[config.mk]
export PLATFORM = sky130hd
export DESIGN_NAME = fetch_unit
export DESIGN_NICKNAME = d
export VERILOG_FILES = /design/src/rtl/fetch_unit_pkg.sv /design/src/rtl/fetch_buffer.sv /design/src/rtl/fetch_unit.sv
export SDC_FILE = /design/constraint.sdc
export NUM_CORES = 1
export LEC_CHECK = 0
export CORE_MARGIN = 2
export CORE_UTILIZATION = 47
export DETAILED_ROUTE_END_ITERATION = 8
export GPL_ROUTABILITY_DRIVEN = 0
export PLACE_DENSITY = 0.82
export SYNTH_ARGS = -nofsm -noshare
export SYNTH_HDL_FRONTEND = slang
export SYNTH_SLANG_ARGS = --single-unit
[constraint.sdc]
create_clock -name clk -period 4.7 [get_ports clk]
set_input_delay 0.94 -clock clk [delete_from_list [all_inputs] [get_ports clk]]
set_output_delay 0.94 -clock clk [all_outputs]
set_load 0.02 [all_outputs]
[src/rtl/fetch_unit_pkg.sv]
`default_nettype none
// ============================================================================
// fetch_unit_pkg
// ----------------------------------------------------------------------------
// Shared definitions for the instruction-fetch front end and control decoder:
// instruction/opcode widths, opcode constants and the fetch FSM state enum.
// Ports: none (package).
// Revision: 1.0 - initial release
// ============================================================================
package fetch_unit_pkg;

    localparam int INSTR_W  = 16;
    localparam int OPCODE_W = 5;

    localparam logic [OPCODE_W-1:0] OP_HALT = 5'b00000;
    localparam logic [OPCODE_W-1:0] OP_NOP  = 5'b00001;
    localparam logic [OPCODE_W-1:0] OP_J    = 5'b00100;
    localparam logic [OPCODE_W-1:0] OP_JAL  = 5'b00110;

    typedef enum logic [1:0] {
        S_FETCH = 2'd0,
        S_WAIT  = 2'd1,
        S_HOLD  = 2'd2,
        S_STOP  = 2'd3
    } fetch_state_e;

    // Opcode field lives in the top bits of the instruction word.
    function automatic logic [OPCODE_W-1:0] opcode_of(input logic [INSTR_W-1:0] word);
        return word[INSTR_W-1 -: OPCODE_W];
    endfunction

endpackage
`default_nettype wire

[src/rtl/fetch_buffer.sv]
`default_nettype none
// ============================================================================
// fetch_buffer
// ----------------------------------------------------------------------------
// Single-entry holding register for one fetched instruction and its address.
// Squash has priority over load, load over accept.
// Ports:
//   clk, rst_n        clock, asynchronous active-low reset
//   load_i            capture instr_i/pc_i and mark valid
//   squash_i          drop the held entry (wrong path)
//   accept_i          consumer took the entry this cycle
//   instr_i, pc_i     incoming instruction word and its address
//   valid_o           entry holds a live instruction
//   instr_o, pc_o     held instruction word and its address
// Revision: 1.0 - initial release
// ============================================================================
module fetch_buffer
    import fetch_unit_pkg::*;
#(
    parameter logic [15:0] RESET_PC = 16'h0000
) (
    input  logic               clk,
    input  logic               rst_n,
    input  logic               load_i,
    input  logic               squash_i,
    input  logic               accept_i,
    input  logic [INSTR_W-1:0] instr_i,
    input  logic [15:0]        pc_i,
    output logic               valid_o,
    output logic [INSTR_W-1:0] instr_o,
    output logic [15:0]        pc_o
);

    logic               valid_q;
    logic [INSTR_W-1:0] instr_q;
    logic [15:0]        pc_q;

    always_ff @(posedge clk or negedge rst_n) begin
        if (!rst_n) begin
            valid_q <= 1'b0;
            instr_q <= '0;
            pc_q    <= RESET_PC;
        end else if (squash_i) begin
            valid_q <= 1'b0;
        end else if (load_i) begin
            valid_q <= 1'b1;
            instr_q <= instr_i;
            pc_q    <= pc_i;
        end else if (accept_i) begin
            valid_q <= 1'b0;
        end
    end

    assign valid_o = valid_q;
    assign instr_o = instr_q;
    assign pc_o    = pc_q;

endmodule
`default_nettype wire

[src/rtl/fetch_unit.sv]
`default_nettype none
// ============================================================================
// fetch_unit
// ----------------------------------------------------------------------------
// Instruction-fetch front end. Sequences the PC, issues single-outstanding
// requests to a variable-latency instruction memory, buffers one instruction
// for decode, applies execute redirects and stops at an accepted HALT.
// Ports:
//   clk, rst_n                  clock, asynchronous active-low reset
//   imem_req, imem_addr         request pulse and fetch address
//   imem_valid, imem_rdata      memory response strobe and data
//   instr, instr_pc             buffered instruction and its address
//   instr_pc_plus2              instr_pc + 2 (link value)
//   instr_valid, instr_ready    decode handshake
//   redirect, redirect_pc       taken branch/jump from execute
//   halted, err                 sticky HALT-accepted / misaligned-target flags
// Revision: 1.0 - initial release
// ============================================================================
module fetch_unit
    import fetch_unit_pkg::*;
#(
    parameter logic [15:0] RESET_PC = 16'h0000
) (
    input  logic               clk,
    input  logic               rst_n,
    output logic               imem_req,
    output logic [15:0]        imem_addr,
    input  logic               imem_valid,
    input  logic [INSTR_W-1:0] imem_rdata,
    output logic [INSTR_W-1:0] instr,
    output logic [15:0]        instr_pc,
    output logic [15:0]        instr_pc_plus2,
    output logic               instr_valid,
    input  logic               instr_ready,
    input  logic               redirect,
    input  logic [15:0]        redirect_pc,
    output logic               halted,
    output logic               err
);

    fetch_state_e state_q, state_d;
    logic [15:0]  pc_q, pc_d;
    logic         kill_q, kill_d;
    logic         halted_q, halted_d;
    logic         err_q, err_d;

    logic         buf_load;
    logic         buf_squash;
    logic         accept;
    logic         redir;
    logic         req_d;

    // STOP ignores both decode handshakes and redirects.
    assign accept = instr_valid & instr_ready & (state_q != S_STOP);
    assign redir  = redirect & (state_q != S_STOP);

    fetch_buffer #(
        .RESET_PC (RESET_PC)
    ) u_buf (
        .clk      (clk),
        .rst_n    (rst_n),
        .load_i   (buf_load),
        .squash_i (buf_squash),
        .accept_i (accept),
        .instr_i  (imem_rdata),
        .pc_i     (pc_q),
        .valid_o  (instr_valid),
        .instr_o  (instr),
        .pc_o     (instr_pc)
    );

    always_ff @(posedge clk or negedge rst_n) begin
        if (!rst_n) begin
            state_q  <= S_FETCH;
            pc_q     <= RESET_PC;
            kill_q   <= 1'b0;
            halted_q <= 1'b0;
            err_q    <= 1'b0;
        end else begin
            state_q  <= state_d;
            pc_q     <= pc_d;
            kill_q   <= kill_d;
            halted_q <= halted_d;
            err_q    <= err_d;
        end
    end

    always_comb begin
        state_d    = state_q;
        pc_d       = pc_q;
        kill_d     = kill_q;
        halted_d   = halted_q;
        err_d      = err_q;
        buf_load   = 1'b0;
        buf_squash = 1'b0;
        req_d      = 1'b0;

        case (state_q)
            S_FETCH: begin
                // A redirect this cycle would make the current pc stale, so
                // the request is held back until the new target is loaded.
                if ((!instr_valid || accept) && !redir) begin
                    req_d   = 1'b1;
                    state_d = S_WAIT;
                end
            end
            S_WAIT: begin
                if (imem_valid) begin
                    if (kill_q) begin
                        kill_d  = 1'b0;
                        state_d = S_FETCH;
                    end else begin
                        buf_load = 1'b1;
                        pc_d     = pc_q + 16'd2;
                        if (opcode_of(imem_rdata) == OP_HALT) begin
                            state_d = S_HOLD;
                        end else begin
                            state_d = instr_ready ? S_FETCH : S_HOLD;
                        end
                    end
                end
            end
            S_HOLD: begin
                if (accept) begin
                    if (opcode_of(instr) == OP_HALT) begin
                        state_d  = S_STOP;
                        halted_d = 1'b1;
                    end else begin
                        state_d = S_FETCH;
                    end
                end
            end
            default: begin
                state_d = S_STOP;
            end
        endcase

        // Redirect overrides everything above, including a same-cycle
        // response, load or HALT acceptance.
        if (redir) begin
            pc_d       = redirect_pc;
            buf_squash = 1'b1;
            buf_load   = 1'b0;
            halted_d   = halted_q;
            if (redirect_pc[0]) begin
                err_d   = 1'b1;
                kill_d  = 1'b0;
                state_d = S_STOP;
            end else if ((state_q == S_WAIT) && !imem_valid) begin
                // Response still in flight: remember to drop it.
                kill_d  = 1'b1;
                state_d = S_WAIT;
            end else begin
                kill_d  = 1'b0;
                state_d = S_FETCH;
            end
        end
    end

    // Reset is asynchronous, so keep the request low while it is asserted.
    assign imem_req       = req_d & rst_n;
    assign imem_addr      = pc_q;
    assign instr_pc_plus2 = instr_pc + 16'd2;
    assign halted         = halted_q;
    assign err            = err_q;

endmodule
`default_nettype wire

==> impl_metrics.toml <==
[outcome]
status = "completed"

[layout]
syn_to_final_growth_pct = 44.3
drive_above_1_share_pct = 12.9
antennaDiodeCount = 0
final_nets = 395

[logic_synthesis]
syn_avg_cell_area_um2 = 10.5
postSynthCellCount = 253
synth.distinct_cells = 35
ys_seq_area_share_pct = 50.8
synthArstFlopShare_pct = 100
synth_flop_cell = "dfrtp_1"
synth_nets = 292
synth_warnings = 0
syn_area_um2 = 2660
synth-seq-cells = 54
synth-edff-count = 0

[sta]
hold_violations = 0
slew_headroom_pct = 35.9
skew_ns = 0.00659
fmax_mhz = 274
slew_violations = 0
worstMarginPinSlew_ns = 0.956
setup_tns_ns = 0
min_period_over_period_pct = 77.6
rsz0062_at_grt = "no"
setup_violations = 0
fin_crit_ns = 3.65

[routing]
drt_iter0_drc = 123
drt-wirelength-per-cell_um = 15.3
drc_errors = 0
first_pass_iters = 5
vias = 2282
totalWireLength_mm = 6.54
avgViaCountPerCell = 5.33
antenna_left = 0

[grt]
grt_pass1_wl_mm = 10.9
grt.overflow.total = 0
grt_usage_pct = 21.9
grt_pass1_vias = 2293
antenna_found_initial = 0
grt_max_degree = 55

[setup_path]
cp_slowest_cell = "clkdlybuf4s50_1"
worst-path-buf-inv = 3
cp.arrival_ns = 2.71
cp-end-kind = "output pin"
critPathKind = "primary input to output pin"
worstPathRequired_ns = 3.76
crit_chain = "clkdlybuf4s50_1 > inv_1 > o211ai_1 > nor3b_1 > clkdlybuf4s50_1"
critPathMaxFanout = 9
cp-start-kind = "primary input"
slowest_delay_ns = 0.64
crit_top_cell = "clkdlybuf4s50_1"
critPathTopFamily = "buffers and inverters"

[clock_network]
hold_buffers = 0
clockBufferDepth = 2
clk_latency_ns = 0.30
cts_tree = "done"
cts_setup_buffers = 0
clk_pin_slew_worst_paths_ns = 0.09
cts_resized = 0
cts_sinks = 54
cts_buffers = 5
htree_num_levels = 2
root_buffer = "clkbuf_8"

[placed_design]
numPortBuffers = 104
dp_hpwl_mm = 4.89

[die]
fp.dieH_um = 79.3
core-area_um2 = 5470
io_pins = 105
floorplan.rows = 27
start_util_pct = 48.7
fp.dieArea_um2 = 6280
dieWidth_um = 79.3

[job]
cap_violations = 0

[min_path]
hold_path_class = "flop to flop"

[power]
leakagePower_nw = 1.56
ir_drop_v = 0.000301
fin_total_pwr_mw = 2.45
power_density_nw_per_um2 = 638
[per-stage QoR]
stage               instances  area, µm²  util (%)  worst slack, ns  hold WS, ns
detailed placement        421       3760      68.8             1.05        0.444
global route              428       3840      70.2            0.939        0.495
global placement          421       3760      68.8             1.13        0.439
floorplan                 253       2660         -             1.87        0.533
finish                    428       3840      70.2             1.05        0.461
CTS                       428       3840      70.2             1.03        0.465
[where the power goes]
part	switching (mW)	internal, mW	leakage, nW
registers	0.251	0.665	0.676
logic	0.624	0.668	0.841
clock network	0.141	0.100	0.0438
[logic make-up (layout without fill, tap and decap cells)]
group,after synthesis,after routing,share of synthesized area [%]
AOI/OAI and AO/OA,39,39,8.36
xor gates and xnor gates,25,25,8.22
adders and majority gates,2,2,0.940
buffers and inverters,18,121,3.15
DFF,54,54,50.8
muxes,29,29,12.3
and+or+nand+nor,86,86,16.3
[state kept, by name, summed over array words and instances, names as in the netlist]
signal and flops:
err 1, halted 1, imem_addr 16, kill_q 1, state_q 2, u_buf.instr_o 16
u_buf.pc_o 16, u_buf.valid_o 1
[worst register-to-register path, cell delays in order (launching register included)]
cell and delay [ns]:
dfrtp_1 0.51, nand4bb_1 0.53, nor2_2 0.49, buf_4 0.42, mux2_2 0.39
[cells in the mapped netlist (all sizes together), types with 2 or more instances]
| cell type | n | share of area (%) |
|---|---|---|
| buf | 9 | 1.9 |
| nand2 | 34 | 4.8 |
| a31oi | 4 | 0.94 |
| a22oi | 2 | 0.56 |
| or4 | 2 | 0.56 |
| nand4 | 8 | 1.9 |
| o211ai | 2 | 0.56 |
| nand3 | 9 | 1.9 |
| mux2 | 29 | 12 |
| nor2 | 13 | 1.9 |
| xnor2 | 16 | 5.3 |
| nor3 | 6 | 1.1 |
| clkbuf | 2 | 0.28 |
| and4 | 2 | 0.66 |
| o21ai | 21 | 3.9 |
| ha | 2 | 0.94 |
| xor2 | 9 | 3.0 |
| or3 | 2 | 0.66 |
| dfrtp | 54 | 51 |
| a21oi | 6 | 1.1 |
| inv | 7 | 0.99 |
| nor4 | 5 | 1.2 |
[path summary, 6_finish.rpt]
| kind | from | to | slack [ns] | cells after the start |
|---|---|---|---|---|
| min in group asynchronous | rst_n | imem_addr[0]$_DFFE_PN0P_ | 0.81 | 2 |
| max in group asynchronous | rst_n | u_buf.pc_o[5]$_DFFE_PN0P_ | 3.44 | 2 |
| worst min register to register | err$_DFFE_PN0P_ | err$_DFFE_PN0P_ | 0.46 | 1 |
| worst max register to register | state_q[1]$_DFFE_PN0P_ | u_buf.instr_o[2]$_DFFE_PN0P_ | 2.24 | 4 |
| worst max-delay path | redirect | imem_req | 1.05 | 5 |
| worst min-delay path | err$_DFFE_PN0P_ | err$_DFFE_PN0P_ | 0.46 | 1 |
[layer usage]
layer / up-vias / track usage, % / part of all wire (%)
met5: - / 0 / 0
met4: 0 / 5.69 / 1.1
met3: 7 / 6.59 / 10
met2: 102 / 35.4 / 47
met1: 1078 / 28.8 / 42
li1: 1095 / - / -
[area by class of cell]
class / count / area, µm²
Fill cell: 458 / 1630
Sequential cell: 54 / 1350
Multi-Input combinational cell: 181 / 1240
Timing Repair Buffer: 107 / 1060
Tap cell: 72 / 90.1
Clock buffer: 5 / 68.8
Inverter: 7 / 26.3
Clock inverter: 2 / 10.0
[cell usage in the layout, fill, tap and decap left out, types with 2 or more instances in the layout]
| master | count |
|---|---|
| and4_1 | 2 |
| nand3_1 | 8 |
| xor2_1 | 9 |
| clkinv_2 | 2 |
| inv_1 | 7 |
| dfrtp_1 | 54 |
| a21oi_1 | 6 |
| clkdlybuf4s50_1 | 103 |
| buf_4 | 3 |
| xnor2_1 | 16 |
| nor4_1 | 5 |
| nor2_1 | 12 |
| clkbuf_8 | 5 |
| o21ai_0 | 21 |
| nor3_1 | 6 |
| a22oi_1 | 2 |
| mux2_2 | 29 |
| or4_1 | 2 |
| a31oi_1 | 4 |
| ha_1 | 2 |
| nand4_1 | 8 |
| nand2_1 | 34 |
| o211ai_1 | 2 |
Power figures use the tool's default switching activity.
